[src/rtl/keypad_pkg.sv]
// keypad_pkg
//   Shared types and constants for the 4x4 matrix keypad scanner.
//   - state_e           : scanner FSM states
//   - idx_t             : decoded 2-bit index plus a valid flag
//   - KEY_MAP           : hex code for each key, indexed {row, col}
//   - onehot_low_to_idx : decodes an active-low one-hot nibble to an index;
//                         valid is false when no bit or several bits are low
package keypad_pkg;

  typedef enum logic [1:0] {
    S_SCAN,
    S_DEBOUNCE,
    S_HELD,
    S_RELEASE
  } state_e;

  typedef struct packed {
    logic       vld;
    logic [1:0] idx;
  } idx_t;

  // Element [15] is row 3 / col 3, element [0] is row 0 / col 0.
  //   r0: 1 2 3 A
  //   r1: 4 5 6 B
  //   r2: 7 8 9 C
  //   r3: E 0 F D
  localparam logic [15:0][3:0] KEY_MAP = {
    4'hD, 4'hF, 4'h0, 4'hE,
    4'hC, 4'h9, 4'h8, 4'h7,
    4'hB, 4'h6, 4'h5, 4'h4,
    4'hA, 4'h3, 4'h2, 4'h1
  };

  function automatic idx_t onehot_low_to_idx(input logic [3:0] bits_n);
    idx_t r;
    r.vld = 1'b0;
    r.idx = 2'd0;
    case (bits_n)
      4'b1110: begin r.vld = 1'b1; r.idx = 2'd0; end
      4'b1101: begin r.vld = 1'b1; r.idx = 2'd1; end
      4'b1011: begin r.vld = 1'b1; r.idx = 2'd2; end
      4'b0111: begin r.vld = 1'b1; r.idx = 2'd3; end
      default: begin r.vld = 1'b0; r.idx = 2'd0; end
    endcase
    return r;
  endfunction

endpackage

[src/rtl/keypad_sync.sv]
// keypad_sync
//   Two-flop synchronizer for the asynchronous, active-low keypad rows.
//   Both stages reset to 4'hF (no key pressed) so the scanner never sees a
//   phantom press coming out of reset.
// Ports:
//   clk     in   system clock
//   reset   in   synchronous, active-high reset
//   row_n   in   [3:0] raw keypad rows, asynchronous to clk
//   rows_s  out  [3:0] synchronized rows, two cycles behind row_n
module keypad_sync (
  input  logic       clk,
  input  logic       reset,
  input  logic [3:0] row_n,
  output logic [3:0] rows_s
);

  logic [3:0] meta_q;
  logic [3:0] sync_q;

  always_ff @(posedge clk) begin
    if (reset) begin
      meta_q <= 4'hF;
      sync_q <= 4'hF;
    end else begin
      meta_q <= row_n;
      sync_q <= meta_q;
    end
  end

  assign rows_s = sync_q;

endmodule

[src/rtl/keypad_scanner.sv]
// keypad_scanner
//   Scans a 4x4 active-low matrix keypad one column at a time, debounces
//   both press and release, and reports each accepted press as a one-cycle
//   key_valid pulse with its hex code. The two most recent codes are kept
//   for the dual seven-segment display driver.
// Parameters:
//   SCAN_DIV   clock cycles each column is driven before advancing
//   DB_CYCLES  clock cycles of stable input to accept a press or release
// Ports:
//   clk        in   system clock
//   reset      in   synchronous, active-high reset
//   row_n      in   [3:0] keypad rows, active-low, asynchronous to clk
//   col_n      out  [3:0] column drive, one-hot active-low
//   key_valid  out  one-cycle pulse on an accepted press
//   key_code   out  [3:0] code of the last accepted key
//   dig_new    out  [3:0] most recent accepted digit
//   dig_old    out  [3:0] digit accepted before dig_new
module keypad_scanner
  import keypad_pkg::*;
#(
  parameter int SCAN_DIV  = 4800,
  parameter int DB_CYCLES = 960000
) (
  input  logic       clk,
  input  logic       reset,
  input  logic [3:0] row_n,
  output logic [3:0] col_n,
  output logic       key_valid,
  output logic [3:0] key_code,
  output logic [3:0] dig_new,
  output logic [3:0] dig_old
);

  // One counter serves both the column dwell and the debounce intervals,
  // so it is sized for the longer of the two.
  localparam int CNT_MAX = (SCAN_DIV > DB_CYCLES) ? SCAN_DIV : DB_CYCLES;
  localparam int CNT_W   = (CNT_MAX > 2) ? $clog2(CNT_MAX) : 1;
  localparam logic [CNT_W-1:0] SCAN_LAST = CNT_W'(SCAN_DIV - 1);
  localparam logic [CNT_W-1:0] DB_LAST   = CNT_W'(DB_CYCLES - 1);

  logic [3:0]       rows_s;

  state_e           state_q,     state_d;
  logic [CNT_W-1:0] cnt_q,       cnt_d;
  logic [1:0]       col_idx_q,   col_idx_d;
  logic [1:0]       row_idx_q,   row_idx_d;
  logic             key_valid_q, key_valid_d;
  logic [3:0]       key_code_q,  key_code_d;
  logic [3:0]       dig_new_q,   dig_new_d;
  logic [3:0]       dig_old_q,   dig_old_d;

  idx_t             row_dec;
  logic [3:0]       row_pat;
  logic             row_up;
  logic [3:0]       new_code;

  // ---- input synchronizer: every decision below uses rows_s only ----
  keypad_sync u_sync (
    .clk    (clk),
    .reset  (reset),
    .row_n  (row_n),
    .rows_s (rows_s)
  );

  assign row_dec  = onehot_low_to_idx(rows_s);
  // Pattern the debounce must keep seeing: only the latched row low.
  assign row_pat  = ~(4'b0001 << row_idx_q);
  // While held, only the latched row matters; other rows are ignored.
  assign row_up   = rows_s[row_idx_q];
  assign new_code = KEY_MAP[{row_idx_q, col_idx_q}];

  // ---- next-state logic ----
  always_comb begin
    state_d     = state_q;
    cnt_d       = cnt_q;
    col_idx_d   = col_idx_q;
    row_idx_d   = row_idx_q;
    key_valid_d = 1'b0;
    key_code_d  = key_code_q;
    dig_new_d   = dig_new_q;
    dig_old_d   = dig_old_q;

    case (state_q)
      S_SCAN: begin
        if (cnt_q == SCAN_LAST) begin
          cnt_d = '0;
          if (row_dec.vld) begin
            // Column stays driven; col_idx_q already names the column.
            row_idx_d = row_dec.idx;
            state_d   = S_DEBOUNCE;
          end else begin
            col_idx_d = col_idx_q + 2'd1;
          end
        end else begin
          cnt_d = cnt_q + 1'b1;
        end
      end

      S_DEBOUNCE: begin
        if (rows_s == row_pat) begin
          if (cnt_q == DB_LAST) begin
            key_valid_d = 1'b1;
            key_code_d  = new_code;
            dig_old_d   = dig_new_q;
            dig_new_d   = new_code;
            cnt_d       = '0;
            state_d     = S_HELD;
          end else begin
            cnt_d = cnt_q + 1'b1;
          end
        end else begin
          cnt_d     = '0;
          col_idx_d = col_idx_q + 2'd1;
          state_d   = S_SCAN;
        end
      end

      S_HELD: begin
        if (row_up) begin
          cnt_d   = '0;
          state_d = S_RELEASE;
        end
      end

      S_RELEASE: begin
        if (!row_up) begin
          // Release bounce: back to holding, never a second pulse.
          state_d = S_HELD;
        end else if (cnt_q == DB_LAST) begin
          cnt_d     = '0;
          col_idx_d = col_idx_q + 2'd1;
          state_d   = S_SCAN;
        end else begin
          cnt_d = cnt_q + 1'b1;
        end
      end

      default: begin
        cnt_d   = '0;
        state_d = S_SCAN;
      end
    endcase
  end

  // ---- state registers ----
  always_ff @(posedge clk) begin
    if (reset) begin
      state_q     <= S_SCAN;
      cnt_q       <= '0;
      col_idx_q   <= 2'd0;
      row_idx_q   <= 2'd0;
      key_valid_q <= 1'b0;
      key_code_q  <= 4'h0;
      dig_new_q   <= 4'h0;
      dig_old_q   <= 4'h0;
    end else begin
      state_q     <= state_d;
      cnt_q       <= cnt_d;
      col_idx_q   <= col_idx_d;
      row_idx_q   <= row_idx_d;
      key_valid_q <= key_valid_d;
      key_code_q  <= key_code_d;
      dig_new_q   <= dig_new_d;
      dig_old_q   <= dig_old_d;
    end
  end

  // Column drive decoded from the registered index; frozen whenever the
  // FSM is not scanning because col_idx_q only advances on scan moves.
  assign col_n     = ~(4'b0001 << col_idx_q);
  assign key_valid = key_valid_q;
  assign key_code  = key_code_q;
  assign dig_new   = dig_new_q;
  assign dig_old   = dig_old_q;

endmodule

[config.mk]
export PLATFORM = sky130hd
export DESIGN_NAME = keypad_scanner
export DESIGN_NICKNAME = d
export VERILOG_FILES = /design/src/rtl/keypad_pkg.sv /design/src/rtl/keypad_sync.sv /design/src/rtl/keypad_scanner.sv
export SDC_FILE = /design/constraint.sdc
export NUM_CORES = 1
export LEC_CHECK = 0
export ABC_AREA = 1
export CAP_MARGIN = 10
export CELL_PAD_IN_SITES_DETAIL_PLACEMENT = 1
export CELL_PAD_IN_SITES_GLOBAL_PLACEMENT = 1
export CORE_MARGIN = 3
export CORE_UTILIZATION = 37
export CTS_CLUSTER_SIZE = 28
export DETAILED_ROUTE_END_ITERATION = 8
export GPL_TIMING_DRIVEN = 0
export PLACE_DENSITY_LB_ADDON = 0.1
export REMOVE_ABC_BUFFERS = 1
export SYNTH_ARGS = -nofsm -noshare
export SYNTH_HDL_FRONTEND = slang
export SYNTH_SLANG_ARGS = --single-unit
[constraint.sdc]
create_clock -name clk -period 1.6 [get_ports clk]
set_clock_uncertainty 0.05 [all_clocks]
set_input_delay 0.16 -clock clk [delete_from_list [all_inputs] [get_ports clk]]
set_output_delay 0.16 -clock clk [all_outputs]
set_load 0.05 [all_outputs]
==> results.md, run 1 <==
* Status: complete, but fails checks
* Failing checks: setup timing
* Antenna violations before repair at 0
* Most frequent CP cell: nand3_4
* Yosys reg bits at 43
* Die Span X at 87.9 um
* Area leader, netlist: dfxtp_1
* DRT iter0 DRCs at 78
* Die ar. at 7730 um^2
* Final worst-path setup slack at -186 ps
* CP cell instances: ha_4 > nand3_4 > inv_4 > nand3_4 > nor2_4 > nor2_2 > nand2_2 > buf_6 > nand2_1 > a21oi_1 > nor2_1
* Clk_lat worst skew at 310 ps
* Number of antenna diodes at 0
* Register area share after synthesis at 34.7%
* Largest net degree at the start of global routing at 20
* Yosys Warn Count at 0
* Nets@finish at 423
* Vias in the first global route at 2288
* PD cells at 598 nW/um^2
* Clock sink count at 43
* Post-route ant nets at 0
* Hold Path Class: primary input to flop
* Post-synth top area share at 34.7%
* Total congestion overflow at 0
* Root Driver: clkbuf_8
* Residual DRC at 0
* Cell Area, Synth at 2480 um^2
* Area Growth Syn to Fin at 43.5%
* Footprint of the multi-input gates at 1780 um^2
* Via/cell ratio at 5.16
* Slowest CP cell: dfxtp_2
* Final Util at 55.5%
* Static Leak at 0.00146 uW
* Worst-path clk slew at 90 ps
* Critical path startpoint category: flop
* Maxcap violations at 0
* Worst setup EP type: flop
* First-pass GRT wire length at 11400 um
* Synth cell types at 38
* Total track usage at 19.0%
* Top-Level Pins at 23
* TritonCTS Buffers at 5
* Placement Cell Area at 2700 um^2
* Finished Cell Area at 3560 um^2
* Hold buffers post-CTS at 0
* Worst path arrival time at 1930 ps
* Share of cells above drive strength 1 at 39.9%
* Rows at 29
* Reg area at 890 um^2
* Starting Density at 38.7%
* Core footprint at 6420 um^2
* GP Congestion at 0.798
* Min Tclk post-route at 1790 ps
* Slew @ Worst Pin at 755 ps
* Final WL at 7660 um
* Post-Syn Instances at 354
* RSZ-0062 raised after global routing: yes
* Crit Path Class: flop to flop
* Mean post-synth cell area at 7.01 um^2
* H-tree Lvls at 2
* Vias at 2519
* Pins Over Slew Limit at 0
* EDFF count, synth at 0
* Final Hold Viols at 0
* Worst-path fanout max at 6
* Post-DR wirelength/cell at 15.7 um
* CTS tree: built
* Async set-reset flop share out of synthesis at 0%
* DIE HEIGHT at 87.9 um
* Drt pass-1 iters at 4
* Final worst-path cycle share at 112%
* Prevailing post-synth register cell: dfxtp_1
* CP peak stage delay at 360 ps
* Fill cell count at 792
* Relative slew slack at 49.7%
* Quantity of I/O buffers inserted on ports at 22
* FMAX at 560 MHz
* Ranking of synthesized cells by area: dfxtp_1, nand2_1, nor2_1
* Post-DP HPWL at 4340 um
* Clk buf depth at 2
* Max rail drop VDD at 0.378 mV
* Final setup vio count at 28
* Worst Path Required at 1750 ps
[through the flow]
stage / TNS (ps) / worst slack (ps) / total power [uW] / hold WS (ps) / std cells
2_1_floorplan: -1220 / -119 / 1190 / 182 / 341
3_3_place_gp: -15740 / -576 / 1220 / 341 / 440
3_5_place_dp: -16090 / -585 / 1220 / 346 / 440
4_1_cts: -738 / -75.0 / 2150 / 351 / 471
5_1_grt: -5230 / -220 / 2230 / 350 / 488
6_report: -2860 / -186 / 2130 / 361 / 488
[cell usage after synthesis, types with 2 or more instances]
| cell | number |
|---|---|
| clkbuf_1 | 3 |
| nor2_1 | 54 |
| nand3_2 | 4 |
| nand2_1 | 70 |
| inv_1 | 44 |
| nor2_4 | 2 |
| ha_1 | 7 |
| o21ai_0 | 12 |
| nand3_1 | 24 |
| nor2_2 | 9 |
| nand3_4 | 3 |
| buf_4 | 5 |
| nand2_2 | 2 |
| nand3b_1 | 4 |
| buf_6 | 3 |
| o211ai_1 | 3 |
| inv_2 | 2 |
| dfxtp_1 | 43 |
| a31oi_1 | 2 |
| xor2_1 | 8 |
| nand4_1 | 7 |
| nor3_1 | 9 |
| o22ai_1 | 2 |
| or2_2 | 8 |
| a21oi_1 | 11 |
[report_power, final]
group	internal [uW]	switching (uW)
Sequential	1080	13.2
Clock	505	390
Combinational	60.8	82.0
Total	1650	485
[what timing repair did]
| item | 4_1_cts | 5_1_grt |
|---|---|---|
| setup buffers | 18 | 16 |
| gates cloned | 5 | 1 |
| setup endpoints to repair | 51 | 37 |
| resized for setup | 94 | 73 |
| pin swaps | 13 | 24 |
[routing by layer]
metal | GRT usage, % | wire length (um) | up-vias
met1 | 25.0 | 3500 | 1209
met4 | 5.44 | 129 | 0
met2 | 31.9 | 3780 | 46
met5 | 0 | 0 | -
li1 | - | - | 1252
met3 | 3.39 | 253 | 12
[worst max-delay path: cells and delay by family (launching register included)]
family          cells  cell delay (ps)
compound gates      1              180
fa+ha+maj           1              160
flops               1              360
simple gates        7              720
buf+inv             2              210
[cell families (layout without fill, tap and decap cells)]
group           count (synthesis)  after routing  synth area share, %
xor+xnor                        8              8                 2.82
simple gates                  200            206                 39.1
mux                             1              1                0.403
flops                          43             43                 34.7
fa+ha+maj                       7              7                 3.53
compound gates                 35             35                 8.27
buf+inv                        60            111                 11.2
[placed cells by master, fill, tap and decap left out, types with 4 or more instances in the layout]
master and n:
nor2_1 35, dlygate4sd2_1 14, nand4_1 7, ha_1 6, nor3_2 4, a21oi_1 9, dfxtp_1 28, nor3_1 4
nor2_2 20, xor2_1 5, nand3_4 11, buf_6 10, nand3b_1 4, clkbuf_8 6, inv_4 4, nand3_2 8
or2_2 8, nand2_2 11, dfxtp_2 11, dfxtp_4 4, nand2_1 56, clkdlybuf4s50_1 4, nand3_1 16, o21ai_0 8
nand2_4 4, buf_4 24, inv_1 34, nor2_4 11, inv_2 7
[flip-flops by register name, summed over array words and instances (netlist names)]
name / flops
cnt_q: 20
dig_new: 4
dig_old: 4
u_sync.meta_q: 4
u_sync.rows_s: 4
col_idx_q: 2
row_idx_q: 2
state_q: 2
key_valid: 1
[final timing paths]
path / startpoint / endpoint / slack (ps) / depth (start not counted)
worst max-delay path: cnt_q[1]$_SDFFE_PP0P_ / cnt_q[10]$_SDFFE_PP0P_ / -190 / 11
worst min-delay path: row_n[2] / u_sync.meta_q[2]$_SDFF_PP1_ / 360 / 2
worst max register to register: cnt_q[1]$_SDFFE_PP0P_ / cnt_q[10]$_SDFFE_PP0P_ / -190 / 11
worst min register to register: u_sync.meta_q[1]$_SDFF_PP1_ / u_sync.rows_s[1]$_SDFF_PP1_ / 360 / 1
[cell type report]
class	count	share of cell area, %
Inverter	47	5.48
Clock inverter	2	0.983
Tap cell	77	2.70
Multi-Input combinational cell	257	49.9
Timing Repair Buffer	56	13.6
Sequential cell	43	25.0
Clock buffer	6	2.32
No activity file was read; power rests on OpenSTA's default activity.
==> inputs of run 2 (changes only) <==
--- a/config.mk
+++ b/config.mk
@@ -10,12 +10,13 @@
 export CELL_PAD_IN_SITES_DETAIL_PLACEMENT = 1
 export CELL_PAD_IN_SITES_GLOBAL_PLACEMENT = 1
 export CORE_MARGIN = 3
-export CORE_UTILIZATION = 37
+export CORE_UTILIZATION = 30
 export CTS_CLUSTER_SIZE = 28
 export DETAILED_ROUTE_END_ITERATION = 8
 export GPL_TIMING_DRIVEN = 0
 export PLACE_DENSITY_LB_ADDON = 0.1
 export REMOVE_ABC_BUFFERS = 1
+export SLEW_MARGIN = 30
 export SYNTH_ARGS = -nofsm -noshare
 export SYNTH_HDL_FRONTEND = slang
 export SYNTH_SLANG_ARGS = --single-unit
==> results.md, run 2 (same netlist as run 1, synthesis figures left out) <==
* GP Congestion at 0.776
* Slowest CP cell: dfxtp_2
* Most frequent CP cell: nand3_4
* Quantity of I/O buffers inserted on ports at 22
* Drt pass-1 iters at 4
* Number of antenna diodes at 0
* Final worst-path setup slack at -70.9 ps
* Clk buf depth at 2
* Sw frac at 25.9%
* Largest net degree at the start of global routing at 20
* Total track usage at 15.7%
* Clk_lat worst skew at 310 ps
* Hold_ws at 355 ps
* Share of cells above drive strength 1 at 34.3%
* Post-DR wirelength/cell at 14.3 um
* Slew @ Worst Pin at 744 ps
* CTS tree: built
* Hold Path Class: primary input to flop
* CP peak stage delay at 360 ps
* Reg power frac at 56.1%
* Commonest cells after routing, fill and taps aside: nand2_1, nor2_1, inv_1
* Core footprint at 7890 um^2
* Starting Density at 31.5%
* P_sw at 504 uW
* Pins Over Slew Limit at 0
* Final worst-path cycle share at 104%
* Root Driver: clkbuf_8
* Residual DRC at 0
* CP bufs+invs at 1
* DIE HEIGHT at 97.0 um
* H-tree Lvls at 2
* TritonCTS Buffers at 5
* Post-DP HPWL at 4470 um
* Vias at 2390
* Antenna violations before repair at 0
* Total congestion overflow at 0
* Post-Place Setup Slack at -643 ps
* Die Span X at 97.0 um
* Post-route ant nets at 0
* Final Hold Viols at 0
* Fill cell count at 954
* Max reg flops at 20
* DRT iter0 DRCs at 20
* Worst Path Required at 1750 ps
* RSZ-0062 raised after global routing: yes
* Crit Path Class: flop to flop
* Max rail drop VDD at 0.241 mV
* Int Power at 1440 uW
* Area Growth Syn to Fin at 35.4%
* Clock sink count at 43
* Failing checks: setup timing
* Top Family by Delay on Critical Path: simple AND/OR/NAND/NOR gates
* Most common cell after layout, fill and taps aside: nand2_1
* Worst-path clk slew at 90 ps
* Critical path startpoint category: flop
* First-pass GRT wire length at 12200 um
* PD cells at 579 nW/um^2
* Rows at 32
* Die ar. at 9400 um^2
* Top-Level Pins at 23
* Status: complete, but fails checks
* Nets@finish at 409
* Worst-path fanout max at 5
* Comb pwr share at 7.0%
* Worst setup EP type: flop
* Worst path arrival time at 1820 ps
* Relative slew slack at 50.3%
* Largest Register: cnt_q
* Clock group share of total power at 36.9%
* Setup TNS at -1140 ps
* FMAX at 598 MHz
* Static Leak at 0.00139 uW
* Final setup vio count at 27
* Min Tclk post-route at 1670 ps
* Vias in the first global route at 2522
* CP cell instances: ha_4 > nand3_4 > nor2_2 > nand3_2 > nand2_2 > nand3_4 > o211ai_1 > inv_1
* Final WL at 7120 um
* Via/cell ratio at 4.79
* Reg2reg setup slack at -70 ps
* Maxcap violations at 0
[run 2: power by group through the flow]
stage | logic (uW) | registers, uW | clock network (uW)
4_1_cts | 129 | 1090 | 755
3_3_place_gp | 99.5 | 1120 | 0
6_report | 136 | 1090 | 719
2_1_floorplan | 66.6 | 1120 | 0
5_1_grt | 152 | 1100 | 802
3_5_place_dp | 102 | 1120 | 0
[run 2: final timing paths]
path	from	to	depth (start not counted)
worst min register to register	u_sync.meta_q[3]$_SDFF_PP1_	u_sync.rows_s[3]$_SDFF_PP1_	1
worst min-delay path	row_n[2]	u_sync.meta_q[2]$_SDFF_PP1_	2
worst max-delay path	cnt_q[1]$_SDFFE_PP0P_	cnt_q[7]$_SDFFE_PP0P_	8
worst max register to register	cnt_q[1]$_SDFFE_PP0P_	cnt_q[7]$_SDFFE_PP0P_	8
[run 2: repair_timing]
| action | CTS | global route |
|---|---|---|
| endpoints found under the setup margin | 51 | 36 |
| buffers inserted | 18 | 4 |
| hold buffers | 0 | 0 |
| pin swaps | 18 | 14 |
| cloned | 4 | 0 |
| gates resized for setup | 102 | 39 |
[run 2: final cells by class]
cell class / instances / area [um^2] / share of cell area (%)
clock buffers: 6 / 72.6 / 2.16
repair buffers: 44 / 415 / 12.4
inverters: 47 / 198 / 5.88
multi-input cells: 255 / 1650 / 49.0
clock inverters: 2 / 12.5 / 0.372
flip-flops and latches: 43 / 888 / 26.4
well taps: 102 / 128 / 3.80
[run 2: per-layer routing]
metal	GRT usage [%]	up-vias	wire length, um
li1	-	1215	-
met1	19.1	1148	3320
met2	26.8	18	3500
met3	3.39	9	166
met4	6.16	0	130
met5	0	-	0
[run 2: stage by stage]
stage,utilization (%),total power (uW),area [um^2],std cells
floorplan,-,1190,2380,341
global placement,34.6,1220,2730,465
detailed placement,34.6,1220,2730,465
CTS,40.7,1980,3210,495
global route,42.6,2050,3360,499
finish,42.6,1950,3360,499
[run 2: worst register-to-register path, delay by kind of cell, from the launching register on]
family / cells / cell delay [ps]
buffers and inverters: 1 / 70
AND/OR/NAND/NOR: 5 / 780
flip-flops: 1 / 360
AO/OA/AOI/OAI: 1 / 160
adder cells (fa/ha/maj): 1 / 150
==> inputs of run 3 (changes only) <==
--- a/config.mk
+++ b/config.mk
@@ -5,10 +5,9 @@
 export SDC_FILE = /design/constraint.sdc
 export NUM_CORES = 1
 export LEC_CHECK = 0
-export ABC_AREA = 1
 export CAP_MARGIN = 10
 export CELL_PAD_IN_SITES_DETAIL_PLACEMENT = 1
-export CELL_PAD_IN_SITES_GLOBAL_PLACEMENT = 1
+export CELL_PAD_IN_SITES_GLOBAL_PLACEMENT = 2
 export CORE_MARGIN = 3
 export CORE_UTILIZATION = 30
 export CTS_CLUSTER_SIZE = 28
==> results.md, run 3 <==
* Static Leak at 0.00105 uW
* Final Hold Viols at 0
* Yosys Warn Count at 0
* RSZ-0062 raised after global routing: yes
* Commonest cells after routing, fill and taps aside: nor2_1, dfxtp_1, nand2_1
* Critical path startpoint category: flop
* Max rail drop VDD at 0.370 mV
* P_sw at 462 uW
* H-tree Lvls at 2
* Area leader, netlist: dfxtp_1
* Final Power at 2010 uW
* Cell Area, Synth at 2250 um^2
* Rows at 30
* Worst setup EP type: flop
* Post-route ant nets at 0
* Relative slew slack at 59.7%
* Comb pwr share at 6.0%
* Worst Path Required at 1740 ps
* Drt pass-1 iters at 4
* Most common cell in the netlist: dfxtp_1
* Post-Syn Instances at 260
* Min-Delay Startpoint: reset
* Largest net degree at the start of global routing at 28
* Root Driver: clkbuf_8
* Top-Level Pins at 23
* Clock sink count at 43
* Largest Register: cnt_q
* Crit Path Class: flop to flop
* Finished Cell Area at 2880 um^2
* Placement Cell Area at 2500 um^2
* DIE HEIGHT at 92.6 um
* Status: complete, but fails checks
* Pins Over Slew Limit at 0
* Min Tclk post-route at 2370 ps
* Worst-path clk slew at 80 ps
* DRT iter0 DRCs at 87
* First-pass GRT wire length at 9510 um
* Most frequent cells after synthesis: dfxtp_1, nor2_1, nand2_1
* Quantity of I/O buffers inserted on ports at 22
* Placed Cells at 361
* Yosys reg bits at 43
* Final worst-path cycle share at 148%
* Register area share after synthesis at 38.3%
* Async set-reset flop share out of synthesis at 0%
* Vias at 1886
* Failing checks: setup timing
* Slew @ Worst Pin at 602 ps
* Via/cell ratio at 4.87
* Worst R2R Start: cnt_q[1]$_SDFFE_PP0P_
* Hold path cells at 2
* Antenna violations before repair at 0
* Area Growth Syn to Fin at 28.2%
* Mean post-synth cell area at 8.65 um^2
* Hold Path Class: primary input to flop
* Worst setup path start: cnt_q[1]$_SDFFE_PP0P_
* EDFF count, synth at 0
* Total congestion overflow at 0
* PD cells at 696 nW/um^2
* Die ar. at 8570 um^2
* Ranking of synthesized cells by area: dfxtp_1, mux2i_1, nor2_1
* Nets@finish at 303
* Int Power at 1540 uW
* R2r worst-path depth at 9
* Core footprint at 7020 um^2
* Share of cells above drive strength 1 at 24.1%
* Reg power frac at 55.3%
* Fill cell count at 839
* Clk_lat worst skew at 300 ps
* Vias in the first global route at 1935
* Worst-path fanout max at 3
* Max reg flops at 20
* Final setup vio count at 37
* Final std cells w/o fill at 387
* Total track usage at 14.0%
* Final WL at 5650 um
* Residual DRC at 0
* Number of antenna diodes at 0
* Worst path arrival time at 2510 ps
* Maxcap violations at 0
* Starting Density at 32.0%
* Setup TNS at -23960 ps
* Sw frac at 23.0%
* Die Span X at 92.6 um
* Synth cell types at 46
* GP Congestion at 0.731
* Post-DP HPWL at 3590 um
* Prevailing post-synth register cell: dfxtp_1
* Clk buf depth at 2
* FMAX at 421 MHz
* TritonCTS Buffers at 5
* CTS tree: built
* Final worst-path setup slack at -775 ps
* Post-synth top area share at 38.3%
* Clock group share of total power at 38.7%
* Post-DR wirelength/cell at 14.6 um
## run 3: cell count changes after synthesis, sizes merged, moves of 4 or more
cell / delta
a21oi: -4
and3: +4
clkbuf: +7
inv: -37
mux2i: +13
nand2: -53
nand3: -24
nor2: -27
nor2b: +4
nor4bb: +4
o21ai: -4
xnor2: +11
## run 3: worst max-delay path, stage by stage, from the launching register on
cell,delay [ps]
dfxtp_2,360
ha_4,150
nand4_4,110
or4_4,440
buf_4,160
buf_4,150
nor2_4,100
a211oi_4,80
a311oi_4,320
mux2_4,330
## run 3: area by class of cell
cell class,instances,area (um^2),share of cell area (%)
multi-input combinational,194,1430,49.5
tap,96,120,4.16
timing repair buffer,37,329,11.4
inverter,9,33.8,1.17
clock buffer,8,100,3.47
sequential,43,875,30.3
## run 3: kinds of logic (layout without fill, tap and decap cells)
| family | Yosys count | after routing | share of synthesized area (%) |
|---|---|---|---|
| adders and majority gates | 7 | 7 | 3.89 |
| xor gates and xnor gates | 19 | 19 | 7.40 |
| AOI/OAI and AO/OA | 30 | 33 | 9.29 |
| DFF | 43 | 43 | 38.3 |
| buffers and inverters | 26 | 54 | 5.34 |
| and+or+nand+nor | 119 | 119 | 28.1 |
| muxes | 16 | 16 | 7.73 |
## run 3: routing by layer
metal / vias up / track usage (%) / share of wire [%]
met2: 17 / 22.2 / 45
met1: 905 / 18.8 / 51
met4: 0 / 5.57 / 1.2
met5: - / 0 / 0
met3: 4 / 2.68 / 2.5
li1: 960 / - / -
## run 3: timing repair
item                                    4_1_cts  5_1_grt
gates cloned                                  3        0
hold buffers                                  0        0
endpoints found under the setup margin       52       39
resized for setup                            51       15
buffers inserted                             10        5
pin swaps                                    12       10
## run 3: path summary, 6_finish.rpt
check,endpoint,slack (ps)
worst min register to register,u_sync.rows_s[0]$_SDFF_PP1_,370
worst max register to register,col_idx_q[0]$_SDFFE_PP0P_,-770
worst min-delay path,row_idx_q[1]$_SDFFE_PP0P_,260
worst max-delay path,col_idx_q[0]$_SDFFE_PP0P_,-770
## run 3: power by group through the flow
stage	Combinational [uW]	Clock [uW]	Sequential [uW]
after detailed placement	84.4	0	1130
after floorplan	53.4	0	1130
after global routing	137	869	1110
after CTS	109	819	1110
final	120	777	1110
after global placement	83.4	0	1130
## run 3: through the flow
stage | hold WS [ps] | setup WS [ps] | util (%)
3_5_place_dp | 348 | -1360 | 35.7
5_1_grt | 279 | -861 | 41.1
6_report | 260 | -775 | 41.1
4_1_cts | 358 | -833 | 39.9
2_1_floorplan | 179 | -928 | -
3_3_place_gp | 341 | -1300 | 35.7
